### config.mk
export PLATFORM = sky130hd
export DESIGN_NAME = slicel_cfg_loader
export DESIGN_NICKNAME = d
export VERILOG_FILES = /design/src/rtl/slice_cfg_pkg.sv /design/src/rtl/cfg_word_shadow.sv /design/src/rtl/slicel_cfg_loader.sv
export SDC_FILE = /design/constraint.sdc
export NUM_CORES = 1
export LEC_CHECK = 0
export CAP_MARGIN = 30
export CORE_MARGIN = 3
export CORE_UTILIZATION = 45
export CTS_BUF_LIST = sky130_fd_sc_hd__clkbuf_4 sky130_fd_sc_hd__clkbuf_8 sky130_fd_sc_hd__clkbuf_16
export CTS_CLUSTER_SIZE = 12
export DETAILED_ROUTE_END_ITERATION = 8
export GPL_TIMING_DRIVEN = 0
export HOLD_SLACK_MARGIN = 0.06
export PLACE_DENSITY_LB_ADDON = 0.3
export SLEW_MARGIN = 30
export SYNTH_ARGS = -nofsm -noshare
export SYNTH_HDL_FRONTEND = slang
export SYNTH_SLANG_ARGS = --single-unit
### constraint.sdc
create_clock -name cclk -period 14.7 [get_ports cclk]
set_clock_uncertainty 0.05 [all_clocks]
set_input_delay 2.94 -clock cclk [delete_from_list [all_inputs] [get_ports cclk]]
set_output_delay 2.94 -clock cclk [all_outputs]
set_load 0.02 [all_outputs]
### src/rtl/slice_cfg_pkg.sv
// slice_cfg_pkg
// Shared definitions for slice configuration loading.
// - Size derivation functions: CFG_SIZE, MUX_LVLS, TOTAL_BITS, NUM_WORDS.
// - Loader state enum.
// - Flat image field offsets. The image is LSB first:
//   {config_use_cc, inter_lut_mux_config, luts_config}.
//   The bitstream generator uses the same offsets.
package slice_cfg_pkg;

    typedef enum logic [1:0] {
        IDLE,
        LOAD,
        COMMIT
    } cfg_state_t;

    // Bits per LUT config half: 2**S_XX_BASE truth-table bits plus one mode bit.
    function automatic int cfg_size(input int s_xx_base);
        return (1 << s_xx_base) + 1;
    endfunction

    function automatic int mux_lvls(input int num_luts);
        return $clog2(num_luts);
    endfunction

    function automatic int total_bits(input int s_xx_base, input int num_luts);
        return 2 * cfg_size(s_xx_base) * num_luts + mux_lvls(num_luts) + 1;
    endfunction

    function automatic int num_words(input int tot_bits, input int word_w);
        return (tot_bits + word_w - 1) / word_w;
    endfunction

    // The LUT field starts at bit 0 of the flat image.
    function automatic int lut_field_ofs();
        return 0;
    endfunction

    function automatic int mux_field_ofs(input int s_xx_base, input int num_luts);
        return lut_field_ofs() + 2 * cfg_size(s_xx_base) * num_luts;
    endfunction

    function automatic int use_cc_field_ofs(input int s_xx_base, input int num_luts);
        return mux_field_ofs(s_xx_base, num_luts) + mux_lvls(num_luts);
    endfunction

endpackage

### src/rtl/cfg_word_shadow.sv
// cfg_word_shadow
// Shadow register that is written one word at a time.
// Word n, bit b lands on flat bit n*WORD_W + b.
// Ports:
//   cclk, rst : config clock; asynchronous active-high reset (clears the image)
//   wr_en     : write wr_data into the word selected by wr_idx
//   wr_idx    : word index
//   wr_data   : config word
//   shadow    : assembled TOTAL_BITS-wide image
module cfg_word_shadow #(
    parameter int TOTAL_BITS = 139,
    parameter int WORD_W     = 8,
    parameter int NUM_WORDS  = 18,
    parameter int IDX_W      = 5
) (
    input  logic                  cclk,
    input  logic                  rst,
    input  logic                  wr_en,
    input  logic [IDX_W-1:0]      wr_idx,
    input  logic [WORD_W-1:0]     wr_data,
    output logic [TOTAL_BITS-1:0] shadow
);

    logic [NUM_WORDS-1:0]  word_sel;
    logic [TOTAL_BITS-1:0] shadow_next;

    for (genvar n = 0; n < NUM_WORDS; n++) begin : g_sel
        assign word_sel[n] = wr_en && (wr_idx == IDX_W'(n));
    end

    // The loop covers only the real image bits. Last-word bits at or above
    // TOTAL_BITS have no destination, so they are dropped here.
    for (genvar i = 0; i < TOTAL_BITS; i++) begin : g_bit
        assign shadow_next[i] = word_sel[i / WORD_W] ? wr_data[i % WORD_W] : shadow[i];
    end

    always_ff @(posedge cclk or posedge rst) begin
        if (rst) begin
            shadow <= '0;
        end else begin
            shadow <= shadow_next;
        end
    end

endmodule

### src/rtl/slicel_cfg_loader.sv
// slicel_cfg_loader
// Configuration sequencer for one slicel.
// It assembles a ready/valid word stream into a shadow image. After the last
// word it pulses cen for one cclk cycle, so the slice captures a coherent image.
// Ports:
//   cclk, rst                 : config clock; asynchronous active-high reset
//   start, abort              : begin a load; cancel a load in progress
//   cfg_data/valid/ready      : config word stream
//   luts_config_out           : to slice luts_config_in
//   inter_lut_mux_config_out  : to slice inter_lut_mux_config
//   config_use_cc_out         : to slice config_use_cc
//   cen                       : slice capture enable, high in COMMIT
//   busy                      : high in LOAD or COMMIT
//   done                      : one-cycle pulse after a commit
//   word_count                : words accepted in the current load
module slicel_cfg_loader
    import slice_cfg_pkg::*;
#(
    parameter int S_XX_BASE = 4,
    parameter int NUM_LUTS  = 4,
    parameter int WORD_W    = 8,
    localparam int CFG_SIZE   = cfg_size(S_XX_BASE),
    localparam int MUX_LVLS   = mux_lvls(NUM_LUTS),
    localparam int LUT_BITS   = 2 * CFG_SIZE * NUM_LUTS,
    localparam int TOTAL_BITS = total_bits(S_XX_BASE, NUM_LUTS),
    localparam int NUM_WORDS  = num_words(TOTAL_BITS, WORD_W),
    localparam int CNT_W      = $clog2(NUM_WORDS + 1)
) (
    input  logic                cclk,
    input  logic                rst,
    input  logic                start,
    input  logic                abort,
    input  logic [WORD_W-1:0]   cfg_data,
    input  logic                cfg_valid,
    output logic                cfg_ready,
    output logic [LUT_BITS-1:0] luts_config_out,
    output logic [MUX_LVLS-1:0] inter_lut_mux_config_out,
    output logic                config_use_cc_out,
    output logic                cen,
    output logic                busy,
    output logic                done,
    output logic [CNT_W-1:0]    word_count
);

    localparam int LUT_OFS    = lut_field_ofs();
    localparam int MUX_OFS    = mux_field_ofs(S_XX_BASE, NUM_LUTS);
    localparam int USE_CC_OFS = use_cc_field_ofs(S_XX_BASE, NUM_LUTS);
    localparam logic [CNT_W-1:0] LAST_IDX = CNT_W'(NUM_WORDS - 1);

    cfg_state_t            state;
    cfg_state_t            next_state;
    logic                  count_clear;
    logic                  accept;
    logic [TOTAL_BITS-1:0] shadow;

    // A word is taken only in LOAD. An abort on the same cycle discards the
    // word, so an abort that lands on the final word cannot reach COMMIT.
    assign accept = (state == LOAD) && cfg_valid && !abort;

    always_ff @(posedge cclk or posedge rst) begin
        if (rst) begin
            state <= IDLE;
        end else begin
            state <= next_state;
        end
    end

    always_comb begin
        next_state  = state;
        count_clear = 1'b0;
        case (state)
            IDLE: begin
                if (start) begin
                    next_state  = LOAD;
                    count_clear = 1'b1;
                end
            end
            LOAD: begin
                if (abort) begin
                    next_state = IDLE;
                end else if (cfg_valid && (word_count == LAST_IDX)) begin
                    next_state = COMMIT;
                end
            end
            COMMIT: begin
                next_state = IDLE;
            end
            default: begin
                next_state = IDLE;
            end
        endcase
    end

    always_ff @(posedge cclk or posedge rst) begin
        if (rst) begin
            word_count <= '0;
        end else if (count_clear) begin
            word_count <= '0;
        end else if (accept) begin
            word_count <= word_count + CNT_W'(1);
        end
    end

    // COMMIT always lasts one cycle, so done simply follows it by one cycle.
    always_ff @(posedge cclk or posedge rst) begin
        if (rst) begin
            done <= 1'b0;
        end else begin
            done <= (state == COMMIT);
        end
    end

    // These outputs are decoded from state only. Reset clears state, so cen
    // drops without waiting for a clock edge.
    assign cfg_ready = (state == LOAD);
    assign cen       = (state == COMMIT);
    assign busy      = (state != IDLE);

    cfg_word_shadow #(
        .TOTAL_BITS(TOTAL_BITS),
        .WORD_W    (WORD_W),
        .NUM_WORDS (NUM_WORDS),
        .IDX_W     (CNT_W)
    ) u_shadow (
        .cclk   (cclk),
        .rst    (rst),
        .wr_en  (accept),
        .wr_idx (word_count),
        .wr_data(cfg_data),
        .shadow (shadow)
    );

    assign luts_config_out          = shadow[LUT_OFS +: LUT_BITS];
    assign inter_lut_mux_config_out = shadow[MUX_OFS +: MUX_LVLS];
    assign config_use_cc_out        = shadow[USE_CC_OFS];

endmodule
After elaboration in Yosys (flattened, before gate mapping)
Index checks and enable logic that the tools add are counted.
{"block": "word_totals", "regBits": 147, "output_inout_bits": 148, "in_bits": 13}
{"block": "op_classes", "addsub": 1, "n_reduce_logical": 27, "eq_ne": 21, "mux": 8}
{"operator": "equality test 5 x 4 -> 1 bit, second input constant", "n": 8}
{"operator": "logical AND 1 bit", "n": 21}
{"operator": "equality test 5 x 3 -> 1 bit, second input constant", "n": 4}
{"operator": "equality test 5 x 2 -> 1 bit, second input constant", "n": 2}
{"operator": "equality test 5 bit, second input constant", "n": 2}
{"operator": "2-to-1 mux 5 bit", "n": 2}
{"operator": "2-to-1 mux 2 bit", "n": 3}
{"operator": "adder 5 x 1 -> 5 bit, second input constant", "n": 1}
{"operator": "equality test 5 x 1 -> 1 bit, second input constant", "n": 1}
{"operator": "zero test 5 bit", "n": 1}
{"operator": "one-hot mux 2 bit (2 select lines)", "n": 1}
{"operator": "nonzero test 2 bit", "n": 2}
{"operator": "inequality test 3 x 2 -> 1 bit, second input constant", "n": 1}
{"operator": "equality test 2 x 1 -> 1 bit, second input constant", "n": 1}
{"operator": "equality test 2 bit, second input constant", "n": 1}
{"operator": "zero test 2 bit", "n": 1}
{"operator": "2-to-1 mux 1 bit", "n": 2}
{"operator": "inequality test 2 bit, second input constant", "n": 1}
{"operator": "AND reduction 2 bit", "n": 1}
{"operator": "zero test 1 bit", "n": 1}

Longest topological paths before layout
{"block": "depth", "word_depth": 5, "ltp_mapped": 6, "depth_no_buf": 5}

Modules after synthesis
From an unflattened synthesis, not the netlist that was laid out.
{"block": "unflattened", "hier_cells": 362, "area_unflattened_um2": 5820.6}
{"mod": "cfg_word_shadow", "area_each_um2": 5412.7, "cells_per_inst": 321, "n_inst": 1, "seq_area_each_um2": 3478.3}
{"mod": "slicel_cfg_loader", "area_each_um2": 407.9, "cells_per_inst": 41, "n_inst": 1, "seq_area_each_um2": 200.2}

Worst setup path before layout
OpenSTA, ideal clock, no wires.
{"block": "synth_path", "path_kind": "input port to flip-flop", "from": "input abort", "to": "register u_shadow.shadow[100]", "cell_stages": 5, "arrival_time_ns": 4.001, "n_path_buf": 2, "slack_ns": 10.524, "setup_ns": 0.125, "required_ns": 14.525, "cell_sequence": "and4bb_1 > buf_6 > buf_12 > nand4_4 > mux2_4"}
{"block": "synth_between", "elab_chain_len": 3}
{"item": "start: declaration", "line_no": "slicel_cfg_loader.sv:32", "text": "input logic abort,"}
{"item": "zero test 1 bit", "line_no": "slicel_cfg_loader.sv:58", "text": "assign accept = (state == LOAD) && cfg_valid && !abort;"}
{"item": "logical AND 1 bit", "line_no": "slicel_cfg_loader.sv:58"}
{"item": "logical AND 1 bit", "line_no": "cfg_word_shadow.sv:28", "text": "assign word_sel[n] = wr_en && (wr_idx == IDX_W'(n));"}
{"item": "end signal: assignment", "line_no": "cfg_word_shadow.sv:41", "text": "shadow <= shadow_next;"}
{"item": "end: declaration", "line_no": "cfg_word_shadow.sv:21", "text": "output logic [TOTAL_BITS-1:0] shadow"}
Every way passes these cells.
A chain may end at the register's enable or synchronous reset.

Worst setup path after layout
{"block": "layout_path", "from": "register state[0]", "to": "output busy"}
{"block": "layout_between", "elab_chain_len": 1}
{"item": "start: declaration", "line_no": "slicel_cfg_loader.sv:50", "text": "cfg_state_t state;"}
{"item": "start signal: assignment", "line_no": "slicel_cfg_loader.sv:64", "text": "state <= next_state;"}
{"item": "nonzero test 2 bit", "line_no": "slicel_cfg_loader.sv:117", "text": "assign busy = (state != IDLE);"}
{"item": "end: declaration", "line_no": "slicel_cfg_loader.sv:40", "text": "output logic busy,"}
Every way passes these cells.

==> flow_summary.yaml <==
power:
  ir_drop_mv: 0.0827
  power_density_nw_per_um2: 132
  leakage_nw: 4.20
  totalPowerFinal_mw: 1.11
critical_path:
  path_class: "flop to output pin"
  worstPathRequired_ns: 11.71
  crit_end: "busy"
  endpoint_kind: "output pin"
  cp-start-kind: "flop"
  crit_fanout: 6
  r2r_slack_ns: 12.59
  r2r_cells: 4
  r2r-start: "word_count[0]$_DFFE_PP0P_"
  cp.arrival_ns: 1.67
  startpoint: "state[0]$_DFFE_PP0P_"
  r2r_end: "u_shadow.shadow[27]$_DFFE_PP0P_"
sta:
  tns_ns: 0
  slew_headroom_pct: 52.7
  setup_viol: 0
  worstMarginPinSlew_ns: 0.710
  post-route-period-util_pct: 31.7
  finalCriticalPeriod_ns: 4.66
  slew_violations: 0
  grt_setup_unrepaired: "no"
  fmax_mhz: 215
  finalHoldViolCount: 0
die:
  pin_count: 161
  core_region_area_um2: 12800
  die_y_um: 121
  initial_core_util_pct: 46.5
  die_w_um: 121
  core.rowCount: 41
  die_area_um2: 14600
finish:
  fin_nets: 556
  n_antenna_cell: 0
  nFillCells: 889
  final-seq-area_um2: 3680
  fin_area_um2: 8410
  multi_input_area_um2: 2120
  area_growth_pct: 41.8
  drive_gt1_share_pct: 35.3
global_route:
  antenna_found_initial: 0
  grt_first_pass_wirelength_um: 22500
  grt_max_degree: 76
  grt_busiest_layer: "met2"
  met1_usage_pct: 25.1
  use_met3_pct: 8.79
  use_met2_pct: 33.8
  grt_use_total_pct: 20.5
  grt_pass1_vias: 3861
  grt_remaining_overflow: 0
clock_network:
  cts_tree: "done"
  cts.repair.resized: 0
  post-cts-setup-buffers: 0
  clk_pin_slew_ns: 0.06
  cts_made_buffers: 17
  clkSinkCount: 147
  cts.path.max_buffers: 2
  htree_num_levels: 4
  cts_root_buf: "clkbuf_16"
  postCtsHoldBufs: 0
  clock_latency_ns: 0.41
synth:
  ys_warn_count: 0
  synthArstFlopShare_pct: 100
  ys_seq_elements: 147
  synth_cells: 358
  synth_flop_cell: "dfrtp_1"
  ys_seq_area_share_pct: 62.0
  synth_edf_count: 0
  ys_types: 34
  syn_area_um2: 5930
  syn_avg_cell_area_um2: 16.6
  synth.net_count: 376
placement:
  placed_area_um2: 7790
  place_hpwl_um: 9900
  port_buffers: 160
  place.gp.congestion: 0.752
run_status:
  status: "finished clean"
flow_run:
  drv_cap: 0
routing:
  ant_nets: 0
  drt_iter0_markers: 151
  via_per_inst: 4.98
  wl_um: 14300
  firstDrtPassIters: 6
  routedWlPerCell_um: 19.8
  remaining_drc_errors: 0
  via_count: 3593
hold_path:
  hp-class: "flop to flop"
-- worst max-delay path: stages (launching register included) --
cell and delay, ns:
dfrtp_1 0.42, or2_2 0.31, clkdlybuf4s50_1 0.53
-- cell type report --
| type | instances | area share [%] |
|---|---|---|
| Clock buffer | 21 | 5.64 |
| Timing Repair Buffer | 161 | 19.4 |
| Clock inverter | 9 | 1.83 |
| Tap cell | 172 | 2.56 |
| Sequential cell | 147 | 43.7 |
| Multi-Input combinational cell | 187 | 25.2 |
| Buffer | 17 | 1.31 |
| Inverter | 7 | 0.401 |
-- registers in the layout (all words and copies together), names as in the netlist --
register / flops
u_shadow.shadow: 139
done: 1
state: 2
word_count: 5
-- worst min path at each step --
stage | start | end | slack [ns] | depth (start not counted)
floorplan | state[1]$_DFFE_PP0P_ | state[0]$_DFFE_PP0P_ | 0.46 | 1
global placement | u_shadow.shadow[35]$_DFFE_PP0P_ | u_shadow.shadow[35]$_DFFE_PP0P_ | 0.43 | 1
detailed placement | u_shadow.shadow[91]$_DFFE_PP0P_ | u_shadow.shadow[91]$_DFFE_PP0P_ | 0.44 | 1
CTS | u_shadow.shadow[5]$_DFFE_PP0P_ | u_shadow.shadow[5]$_DFFE_PP0P_ | 0.45 | 1
global route | u_shadow.shadow[0]$_DFFE_PP0P_ | u_shadow.shadow[0]$_DFFE_PP0P_ | 0.46 | 1
finish | u_shadow.shadow[46]$_DFFE_PP0P_ | u_shadow.shadow[46]$_DFFE_PP0P_ | 0.45 | 1
-- cells in the final DEF, fill, tap and decap left out, types with 3 or more instances in the layout --
cell type and n:
clkdlybuf4s50_1 160, dfrtp_1 147, mux2_2 129, clkbuf_16 17
clkbuf_1 8, inv_1 6, nand4b_4 6, mux2_4 5
mux2_1 5, ha_1 5, bufinv_16 4, buf_4 3
nor2b_1 3, buf_2 3, nand3_2 3, nor2_1 3
nand2_1 3, and4_1 3, clkbuf_8 3
-- kinds of logic (layout without fill, tap and decap cells) --
kind of cell | after synthesis | in the layout | synth area share [%]
buf+inv | 24 | 215 | 2.30
flops | 147 | 147 | 62.0
fa+ha+maj | 5 | 5 | 1.05
mux | 141 | 141 | 27.0
simple gates | 37 | 37 | 7.04
xor+xnor | 1 | 1 | 0.148
compound gates | 3 | 3 | 0.443
-- report_power, final --
| group | leakage [nW] | internal [mW] | switching [mW] | total (mW) |
|---|---|---|---|---|
| clock | 0.304 | 0.297 | 0.157 | 0.454 |
| combinational | 1.88 | 0.0959 | 0.101 | 0.197 |
| sequential | 2.02 | 0.440 | 0.0196 | 0.460 |
-- cell usage after synthesis (2+ instances only) --
library cell	n	area (µm²)
dfrtp_1	147	3680
mux2_2	129	1450
clkbuf_1	8	30.0
inv_1	7	26.3
nand4b_4	6	143
ha_1	5	62.6
mux2_1	5	56.3
mux2_4	5	75.1
and4_1	3	26.3
buf_2	3	15.0
buf_4	3	22.5
nand2_1	3	11.3
nand3_2	3	30.0
nor2_1	3	11.3
nor2b_1	3	18.8
a22o_1	2	17.5
and2b_1	2	15.0
buf_6	2	22.5
mux2i_1	2	20.0
nand4_4	2	42.5
nand4b_2	2	30.0
-- routing by layer --
layer | share of wire [%] | up-vias
li1 | - | 1639
met2 | 50 | 107
met3 | 7.8 | 11
met1 | 41 | 1836
met4 | 0.82 | 0
met5 | 0 | -
-- per-stage QoR --
step           hold slack (ns)  utilization (%)  setup WS (ns)  std cells
6_report                 0.452             65.9          10.04        721
4_1_cts                  0.454             65.9          10.00        721
5_1_grt                  0.464             65.9           9.94        721
2_1_floorplan            0.457                -           7.76        358
3_5_place_dp             0.436             61.0           9.92        691
3_3_place_gp             0.426             60.7           6.00        690
Power figures use the tool's default switching activity.
